==> config.mk <==
export PLATFORM = sky130hd
export DESIGN_NAME = mem_arbiter
export DESIGN_NICKNAME = d
export VERILOG_FILES = /design/src/rtl/mem_arbiter.sv
export SDC_FILE = /design/constraint.sdc
export NUM_CORES = 1
export LEC_CHECK = 0
export ABC_AREA = 1
export CAP_MARGIN = 20
export CORE_AREA = 3 3 561 563
export DETAILED_ROUTE_END_ITERATION = 10
export DIE_AREA = 0 0 564 566
export PLACE_DENSITY = 0.35
export SYNTH_ARGS = -nofsm -noshare
export SYNTH_HDL_FRONTEND = slang
export SYNTH_SLANG_ARGS = --single-unit
export TNS_END_PERCENT = 100
==> constraint.sdc <==
create_clock -name clk -period 14.7 [get_ports clk]
set_input_delay 1.47 -clock clk [delete_from_list [all_inputs] [get_ports clk]]
set_output_delay 1.47 -clock clk [all_outputs]
set_load 0.05 [all_outputs]
==> src/rtl/mem_arbiter.sv <==
// Two-requester cacheline arbiter: the instruction and data caches share one physical-memory port.
// Ties alternate by last grant. The pmem request is held in registers until pmem_resp arrives.
module mem_arbiter #(
  parameter int unsigned ADDR_W = 32,
  parameter int unsigned LINE_W = 256
) (
  input  logic              clk,
  input  logic              reset,
  // Instruction cache
  input  logic              i_read,
  input  logic [ADDR_W-1:0] i_addr,
  output logic [LINE_W-1:0] i_rdata,
  output logic              i_resp,
  // Data cache
  input  logic              d_read,
  input  logic              d_write,
  input  logic [ADDR_W-1:0] d_addr,
  input  logic [LINE_W-1:0] d_wdata,
  output logic [LINE_W-1:0] d_rdata,
  output logic              d_resp,
  // Physical memory
  output logic              pmem_read,
  output logic              pmem_write,
  output logic [ADDR_W-1:0] pmem_addr,
  output logic [LINE_W-1:0] pmem_wdata,
  input  logic [LINE_W-1:0] pmem_rdata,
  input  logic              pmem_resp,
  // Completed-transaction counters
  output logic [31:0]       i_grants,
  output logic [31:0]       d_grants
);

  typedef enum logic [1:0] {
    StIdle   = 2'd0,
    StServeI = 2'd1,
    StServeD = 2'd2
  } state_e;

  localparam logic GrantI = 1'b0;
  localparam logic GrantD = 1'b1;

  state_e state_q;
  logic   last_grant_q;
  logic   i_pend;
  logic   d_pend;
  logic   pick_i;

  assign i_pend = i_read;
  assign d_pend = d_read | d_write;
  // On a tie the requester that did not win last time gets the port.
  assign pick_i = i_pend & (~d_pend | (last_grant_q == GrantD));

  assign i_rdata = pmem_rdata;
  assign d_rdata = pmem_rdata;
  assign i_resp  = (state_q == StServeI) & pmem_resp;
  assign d_resp  = (state_q == StServeD) & pmem_resp;

  always_ff @(posedge clk or posedge reset) begin
    if (reset) begin
      state_q      <= StIdle;
      last_grant_q <= GrantI;
      pmem_read    <= 1'b0;
      pmem_write   <= 1'b0;
      pmem_addr    <= '0;
      pmem_wdata   <= '0;
      i_grants     <= '0;
      d_grants     <= '0;
    end else begin
      case (state_q)
        StIdle: begin
          if (pick_i) begin
            state_q      <= StServeI;
            last_grant_q <= GrantI;
            pmem_read    <= 1'b1;
            pmem_write   <= 1'b0;
            pmem_addr    <= i_addr;
            pmem_wdata   <= '0;
          end else if (d_pend) begin
            // A simultaneous read and write is treated as a writeback.
            state_q      <= StServeD;
            last_grant_q <= GrantD;
            pmem_read    <= ~d_write;
            pmem_write   <= d_write;
            pmem_addr    <= d_addr;
            pmem_wdata   <= d_wdata;
          end
        end
        StServeI: begin
          if (pmem_resp) begin
            state_q    <= StIdle;
            pmem_read  <= 1'b0;
            pmem_write <= 1'b0;
            pmem_addr  <= '0;
            pmem_wdata <= '0;
            i_grants   <= i_grants + 32'd1;
          end
        end
        StServeD: begin
          if (pmem_resp) begin
            state_q    <= StIdle;
            pmem_read  <= 1'b0;
            pmem_write <= 1'b0;
            pmem_addr  <= '0;
            pmem_wdata <= '0;
            d_grants   <= d_grants + 32'd1;
          end
        end
        default: begin
          state_q    <= StIdle;
          pmem_read  <= 1'b0;
          pmem_write <= 1'b0;
          pmem_addr  <= '0;
          pmem_wdata <= '0;
        end
      endcase
    end
  end

endmodule

==> summary.txt, run 1 <==
Logic synthesis
  – Seq cells post-synth: 357
  – Yosys cell types: 19
  – Sequential fraction of the synthesis area: 0.4572
  – Cell Area, Synth: between 15000 and 20000 um^2
  – YS warnings: 0
  – Syn Inst Count: 2362
  – Post-Syn Area per Cell: between 8 and 9 um^2
  – Syn_nets: 2949

GRT
  – Initial antenna violation count: between 150 and 200
  – First-pass GRT wire length: 217100 um
  – Tot GR Track Use: 0.1068
  – GRT overflow: 0
  – Pin count of the biggest net entering global routing: between 150 and 200
  – Number of global-route vias before repair: 17310

Finish
  – Layout fillers: 36090
  – Layout Utilization: 0.09455
  – Share of layout cells above drive strength 1: 0.04834
  – Nets: ~3100
  – Area grow syn2layout: 49.70%
  – Commonest cells after routing, fill and taps aside: clkdlybuf4s50_1 (681), nand2_1 (560), dfrtp_1 (357), nand3_1 (325), o21ai_1 (135)
  – Post-Layout Cell Count: around 6700
  – Commonest non-fill, non-tap cell in the layout: clkdlybuf4s50_1

Worst setup path
  – CP max-delay cell: clkdlybuf4s50_1
  – Critical Path RT: 13.23 ns
  – Family with the most delay on the worst path: buffers and inverters
  – CP max FO: 10
  – Largest stage delay on the critical path: 0.95 ns
  – CP bufs+invs: 3
  – CP Class: primary input to output pin
  – Critical Path AT: 3.94 ns
  – Startpoint types: primary input
  – Worst path cell trace: clkdlybuf4s50_1 -> nand2_1 -> clkinv_1 -> clkdlybuf4s50_1
  – Worst setup EP type: output pin
  – Most used cell, CP: clkdlybuf4s50_1

Place
  – Placed cells: roughly 6500
  – DP Wirelength: between 150000 and 200000 um
  – I/O Buffers: between 600 and 700
  – GP Congestion: between 0.7 and 0.8

Power and ir drop
  – Clock power share: 0.202
  – P_sw: a little under 4 mW
  – Sequential share of power: 0.225
  – Sw frac: 0.5556
  – Pleak: around 11 nW
  – Peak supply drop: about 0.14 mV
  – Internal Pwr Total: around 3.2 mW
  – Comb power frac: 0.573
  – Total chip power: 7.111 mW
  – Power Dens Cells: 243.1 nW/um^2

Timing
  – Final setup fails: 0
  – Maximum clock frequency: approximately 0.18 GHz
  – Worst-case clock skew: ~0.046 ns
  – Setup TNS: 0 ns
  – Period utilization: 0.3677
  – Crit path time final: ~5.4 ns
  – Rel. slew slack: 0.2598
  – Final Hold Fails: 0
  – Slew Limit Fails: 0
  – RSZ-0062 raised after global routing: no
  – Slew @ Worst Pin: between 1 and 1.5 ns

Floorplan
  – DIE AREA: roughly 320000 um^2
  – I/O Pins: around 1500
  – Core footprint: 309400 um^2
  – Initial Utilization: 0.06316
  – Die Y-Extent: between 500 and 600 um
  – Die width: around 560 um
  – Rows: between 200 and 250

Clock tree
  – Clk sinks: approximately 360
  – Post-CTS resize count: 0
  – Hold buffer count at CTS: 0
  – Clock latency on the worst-skew pair: approximately 0.73 ns
  – CTS root buffer: clkbuf_16
  – CTS tree: yes
  – Clock tree buffer depth: 3
  – CTS Buf Count: 56
  – CTS H-Tree Depth: 2
  – Reg clk slew, reported paths: 0.05 ns
  – Post-CTS Setup Bufs: 0

Detailed routing
  – Vias: ~17000
  – DR iter-0 viols: roughly 900
  – Routed vias/inst: between 2 and 3
  – Detailed Route WL: ~180000 um
  – DRT Pass-1 Iters: 7
  – Final antenna-violating net count: 0
  – DRC Markers: 0
  – Routed wire per std cell: ~27 um

Hold path
  – Worst hold path type: flop to flop

Run
  – Max_cap viols: 0

Status
  – Outcome: finished clean
==> Yosys cell counts <==
cell type | number | area [um^2]
nor2_2 | 1 | 6.260
nand2_1 | 561 | 2106
nand3_1 | 325 | 1627
o21ai_2 | 1 | 8.760
buf_1 | 12 | 45.04
buf_2 | 19 | 95.09
xnor2_1 | 27 | 236.5
xor2_1 | 17 | 148.9
o21ai_0 | 126 | 630.6
clkbuf_1 | 83 | 311.6
inv_1 | 70 | 262.8
buf_4 | 530 | 3979
clkinv_1 | 2 | 7.510
ha_1 | 5 | 62.56
o21ai_1 | 135 | 675.7
nand4_1 | 23 | 143.9
nor3_1 | 3 | 15.01
dfrtp_1 | 357 | 8934
nor2_1 | 65 | 244.0
==> state kept, by name (all words and copies together) (netlist names) <==
name / cells
pmem_addr: 32
pmem_read: 1
d_grants: 32
state_q: 2
last_grant_q: 1
pmem_write: 1
i_grants: 32
pmem_wdata: 256
==> area by class of cell <==
| cell class | instances | area [um^2] | area share |
|---|---|---|---|
| inverter | 72 | 277.8 | 0.009497 |
| timing repair buffer | 702 | 7012 | 0.2397 |
| sequential | 357 | 8934 | 0.3054 |
| clock buffer | 81 | 1655 | 0.05659 |
| antenna | 10 | 25.02 | 0.0008555 |
| multi-input combinational | 1289 | 5939 | 0.2031 |
| clock inverter | 23 | 251.5 | 0.008598 |
| tap | 4120 | 5155 | 0.1762 |
==> final timing paths <==
check / startpoint / to / slack, ns / cells after the start
setup / recovery: pmem_resp / d_resp / 9.29 / 4
hold / removal: pmem_addr[11]$_DFFE_PP0P_ / pmem_addr[11]$_DFFE_PP0P_ / 0.47 / 2
setup reg to reg: state_q[0]$_DFFE_PP0P_ / pmem_wdata[219]$_DFFE_PP0P_ / 11.04 / 7
hold reg to reg: pmem_addr[11]$_DFFE_PP0P_ / pmem_addr[11]$_DFFE_PP0P_ / 0.47 / 2
max in group asynchronous: reset / pmem_addr[1]$_DFFE_PP0P_ / 11.21 / 4
min in group asynchronous: reset / pmem_wdata[247]$_DFFE_PP0P_ / 1.33 / 2
==> worst reg2reg max path: stages, from the launching register on <==
cell	delay, ns
dfrtp_1	0.41
inv_1	0.13
ha_4	0.44
nand3_1	0.25
nand2_4	0.47
buf_4	0.70
buf_12	0.50
o21ai_0	0.60
==> stage by stage <==
stage	setup WS, ns	cell area [um^2]	hold WS [ns]
global placement	9.154	27320	0.4632
floorplan	3.325	19540	0.4782
global route	9.116	29230	0.4925
finish	9.294	29250	0.4747
CTS	9.150	29220	0.4810
detailed placement	9.151	27320	0.4638
==> power by group through the flow <==
stage,combinational (mW),sequential (mW),clock (mW)
global placement,4.20,1.61,0
finish,4.08,1.60,1.43
global route,4.41,1.65,1.55
floorplan,1.25,2.86,0
CTS,4.21,1.61,1.52
detailed placement,4.20,1.62,0
==> cells by family (layout without fill, tap and decap cells) <==
| kind of cell | after synthesis | count (layout) | share of synthesized area |
|---|---|---|---|
| buffers and inverters | 716 | 878 | 0.2406 |
| AOI/OAI and AO/OA | 262 | 262 | 0.06730 |
| DFF | 357 | 357 | 0.4572 |
| other | 0 | 10 | 0 |
| xor gates and xnor gates | 44 | 44 | 0.01972 |
| adders and majority gates | 5 | 5 | 0.003202 |
| and+or+nand+nor | 978 | 978 | 0.2120 |
==> per-layer routing <==
layer	share of wire	GRT usage
met3	0.20	0.09724
met1	0.33	0.1014
met5	0.0013	0.001205
met4	0.052	0.04231
met2	0.42	0.1609
No activity file was read; power rests on OpenSTA's default activity.
==> inputs of run 2 (changes only) <==
clock period = 5.6 ns   (was 14.7 ns; I/O delays follow)
==> run 2 against run 1 <==
Critical path depth rose by 1. Combinational power rose to 2.6 times the previous value. Clock power rose to 2.7 times the previous value. First-iteration DRC count fell by 4.6%. Worst hold slack got worse by 0.25 ns. Sequential power rose to 2.6 times the previous value. Global-route usage fell by 0.19 points. Largest cell class unchanged.
==> summary.txt, run 2 (same netlist as run 1, synthesis figures left out) <==
Status
  – Outcome: finished clean

Power and ir drop
  – Clock power share: 0.208 (+0.006)
  – Comb power frac: 0.565 (-0.008)
  – Peak supply drop: 0.2661 mV (+96%)
  – Internal Pwr Total: 8.405 mW (+170%)
  – Power Dens Cells: 630.7 nW/um^2 (+160%)
  – Pleak: 10.83 nW (+0.54%)
  – Sw frac: 0.5463 (-0.009327)
  – P_sw: 10.12 mW (+160%)
  – Sequential share of power: 0.226 (about the same)

Worst setup path
  – Critical Path RT: 5.04 ns (-8.19 ns)
  – Startpoint types: flop
  – CP max FO: 10 (unchanged)
  – CP Class: flop to output pin
  – Critical Path AT: 3.27 ns (-0.67 ns)
  – Worst setup EP type: output pin

Place
  – I/O Buffers: 681 (unchanged)
  – Placed instance area: 27360 um^2 (+0.14%)
  – DP Wirelength: 150400 um (-1.4%)
  – GP Congestion: 0.8068 (+5.5%)
  – Pre-CTS setup slack: 1.411 ns (-7.740 ns)

Clock tree
  – Hold buffer count at CTS: 0 (unchanged)
  – Clock latency on the worst-skew pair: 0.72 ns (about the same)
  – CTS root buffer: clkbuf_16
  – CTS tree: yes
  – CTS H-Tree Depth: 2 (unchanged)
  – Clock tree buffer depth: 3 (unchanged)
  – Clk sinks: 357 (unchanged)
  – Reg clk slew, reported paths: 0.06 ns (about the same)
  – Post-CTS resize count: 0 (unchanged)
  – CTS Buf Count: 57 (+1.8%)
  – Post-CTS Setup Bufs: 0 (unchanged)

GRT
  – Initial antenna violation count: 174 (+14%)
  – GRT overflow: 0 (unchanged)
  – Number of global-route vias before repair: 17090 (-1.3%)
  – Pin count of the biggest net entering global routing: 143 (-24%)
  – Tot GR Track Use: 0.1049 (-0.001865)
  – First-pass GRT wire length: 213400 um (-1.7%)

Detailed routing
  – DR iter-0 viols: 879 (-4.6%)
  – Detailed Route WL: 174300 um (-1.3%)
  – DRC Markers: 0 (unchanged)
  – Final antenna-violating net count: 0 (unchanged)
  – Vias: 17240 (+0.48%)
  – Routed wire per std cell: 26.17 um (-1.4%)
  – DRT Pass-1 Iters: 5 (-2)
  – Routed vias/inst: 2.588 (+0.37%)

Finish
  – Post-route cell area: 29370 um^2 (+0.43%)
  – Commonest cells after routing, fill and taps aside: clkdlybuf4s50_1 (681), nand2_1 (560), dfrtp_1 (357), nand3_1 (325), o21ai_1 (135)
  – Largest Register: pmem_wdata
  – FF+latch area: 8934 um^2 (unchanged)
  – Combined area of the multi-input logic cells: 5939 um^2 (unchanged)
  – Commonest non-fill, non-tap cell in the layout: clkdlybuf4s50_1
  – Layout Utilization: 0.09495 (+0.0004044)
  – Layout fillers: 36030 (-0.17%)
  – Area grow syn2layout: 50.34%
  – Share of layout cells above drive strength 1: 0.04871 (+0.0003769)
  – Nets: 3065 (unchanged)
  – Largest register FFs: 256 (unchanged)

Timing
  – Setup TNS: 0 ns (unchanged)
  – Setup WS post-layout: 1.775 ns (-7.520 ns)
  – Period utilization: 0.6831
  – Crit path time final: roughly 3.8 ns
  – Min Hold Slack: 0.2223 ns (-0.2525 ns)
  – Maximum clock frequency: ~0.26 GHz
  – Rel. slew slack: 0.2853 (+0.02550)
  – Final setup fails: 0 (unchanged)
  – RSZ-0062 raised after global routing: no
  – Final Hold Fails: 0 (unchanged)
  – Slew @ Worst Pin: 1.072 ns (-0.03478 ns)
  – Slew Limit Fails: 0 (unchanged)
  – Worst-case clock skew: 0.06889 ns (+0.02267 ns)

Floorplan
  – Die Y-Extent: 566 um (unchanged)
  – I/O Pins: 1450 (unchanged)
  – Core footprint: 309400 um^2 (unchanged)
  – Initial Utilization: 0.06316 (unchanged)
  – Die width: 564 um (unchanged)
  – Rows: 204 (unchanged)
  – DIE AREA: 319200 um^2 (unchanged)

Hold path
  – Worst hold path type: primary input to asynchronous set/reset pin

Run
  – Max_cap viols: 0 (unchanged)
==> run 2: cell count changes in the layout (fill, tap and decap cells not counted), sizes merged <==
cell / previous run / this run
clkinv: 10 / 19
diode: 10 / 16
inv: 75 / 72
clkbuf: 81 / 79
buf: 21 / 20
bufinv: 3 / 5
clkinvlp: 7 / 3
==> run 2: path summary, 6_finish.rpt <==
check / cells after the start / slack (ns) / from / end
min in group clk: 3 / 0.42 / d_wdata[88] / pmem_wdata[88]$_DFFE_PP0P_
hold reg to reg: 2 / 0.48 / pmem_addr[1]$_DFFE_PP0P_ / pmem_addr[1]$_DFFE_PP0P_
setup / recovery: 5 / 1.77 / state_q[0]$_DFFE_PP0P_ / d_resp
setup reg to reg: 6 / 2.76 / state_q[0]$_DFFE_PP0P_ / pmem_wdata[52]$_DFFE_PP0P_
max in group asynchronous: 3 / 4.19 / reset / pmem_addr[30]$_DFFE_PP0P_
hold / removal: 2 / 0.22 / reset / pmem_wdata[212]$_DFFE_PP0P_
==> run 2: through the flow <==
step	cells	power, mW
after floorplan	2362	10.80
after global placement	6539	15.00
after detailed placement	6539	15.02
after CTS	6645	19.11
after global routing	6649	19.77
final	6661	18.53
==> run 2: cell type report <==
type	count	area share
flip-flops and latches	357	0.3041
repair buffers	701	0.2402
multi-input cells	1289	0.2022
well taps	4120	0.1755
clock buffers	79	0.05618
clock inverters	27	0.01116
inverters	72	0.009328
diodes	16	0.001363
==> run 2: per-layer routing <==
metal / up-vias / GRT usage / share of wire
li1: 7407 / - / -
met3: 619 / 0.08596 / 0.19
met4: 26 / 0.04404 / 0.052
met5: - / 0.001355 / 0.0013
met1: 7933 / 0.1050 / 0.34
met2: 1255 / 0.1575 / 0.42
==> run 2: power groups by stage <==
stage               Combinational (mW)  Clock, mW  Sequential [mW]
global route                      11.3       4.13             4.34
CTS                               10.8       4.09             4.21
detailed placement                10.8          0             4.24
global placement                  10.8          0             4.21
floorplan                         3.29          0             7.52
finish                            10.5       3.86             4.19
==> run 2: worst max-delay path, cell delays in order (launching register included) <==
cell	delay, ns
dfrtp_1	0.39
inv_1	0.10
ha_1	0.20
nand2_1	0.38
clkinv_1	0.58
clkdlybuf4s50_1	0.87
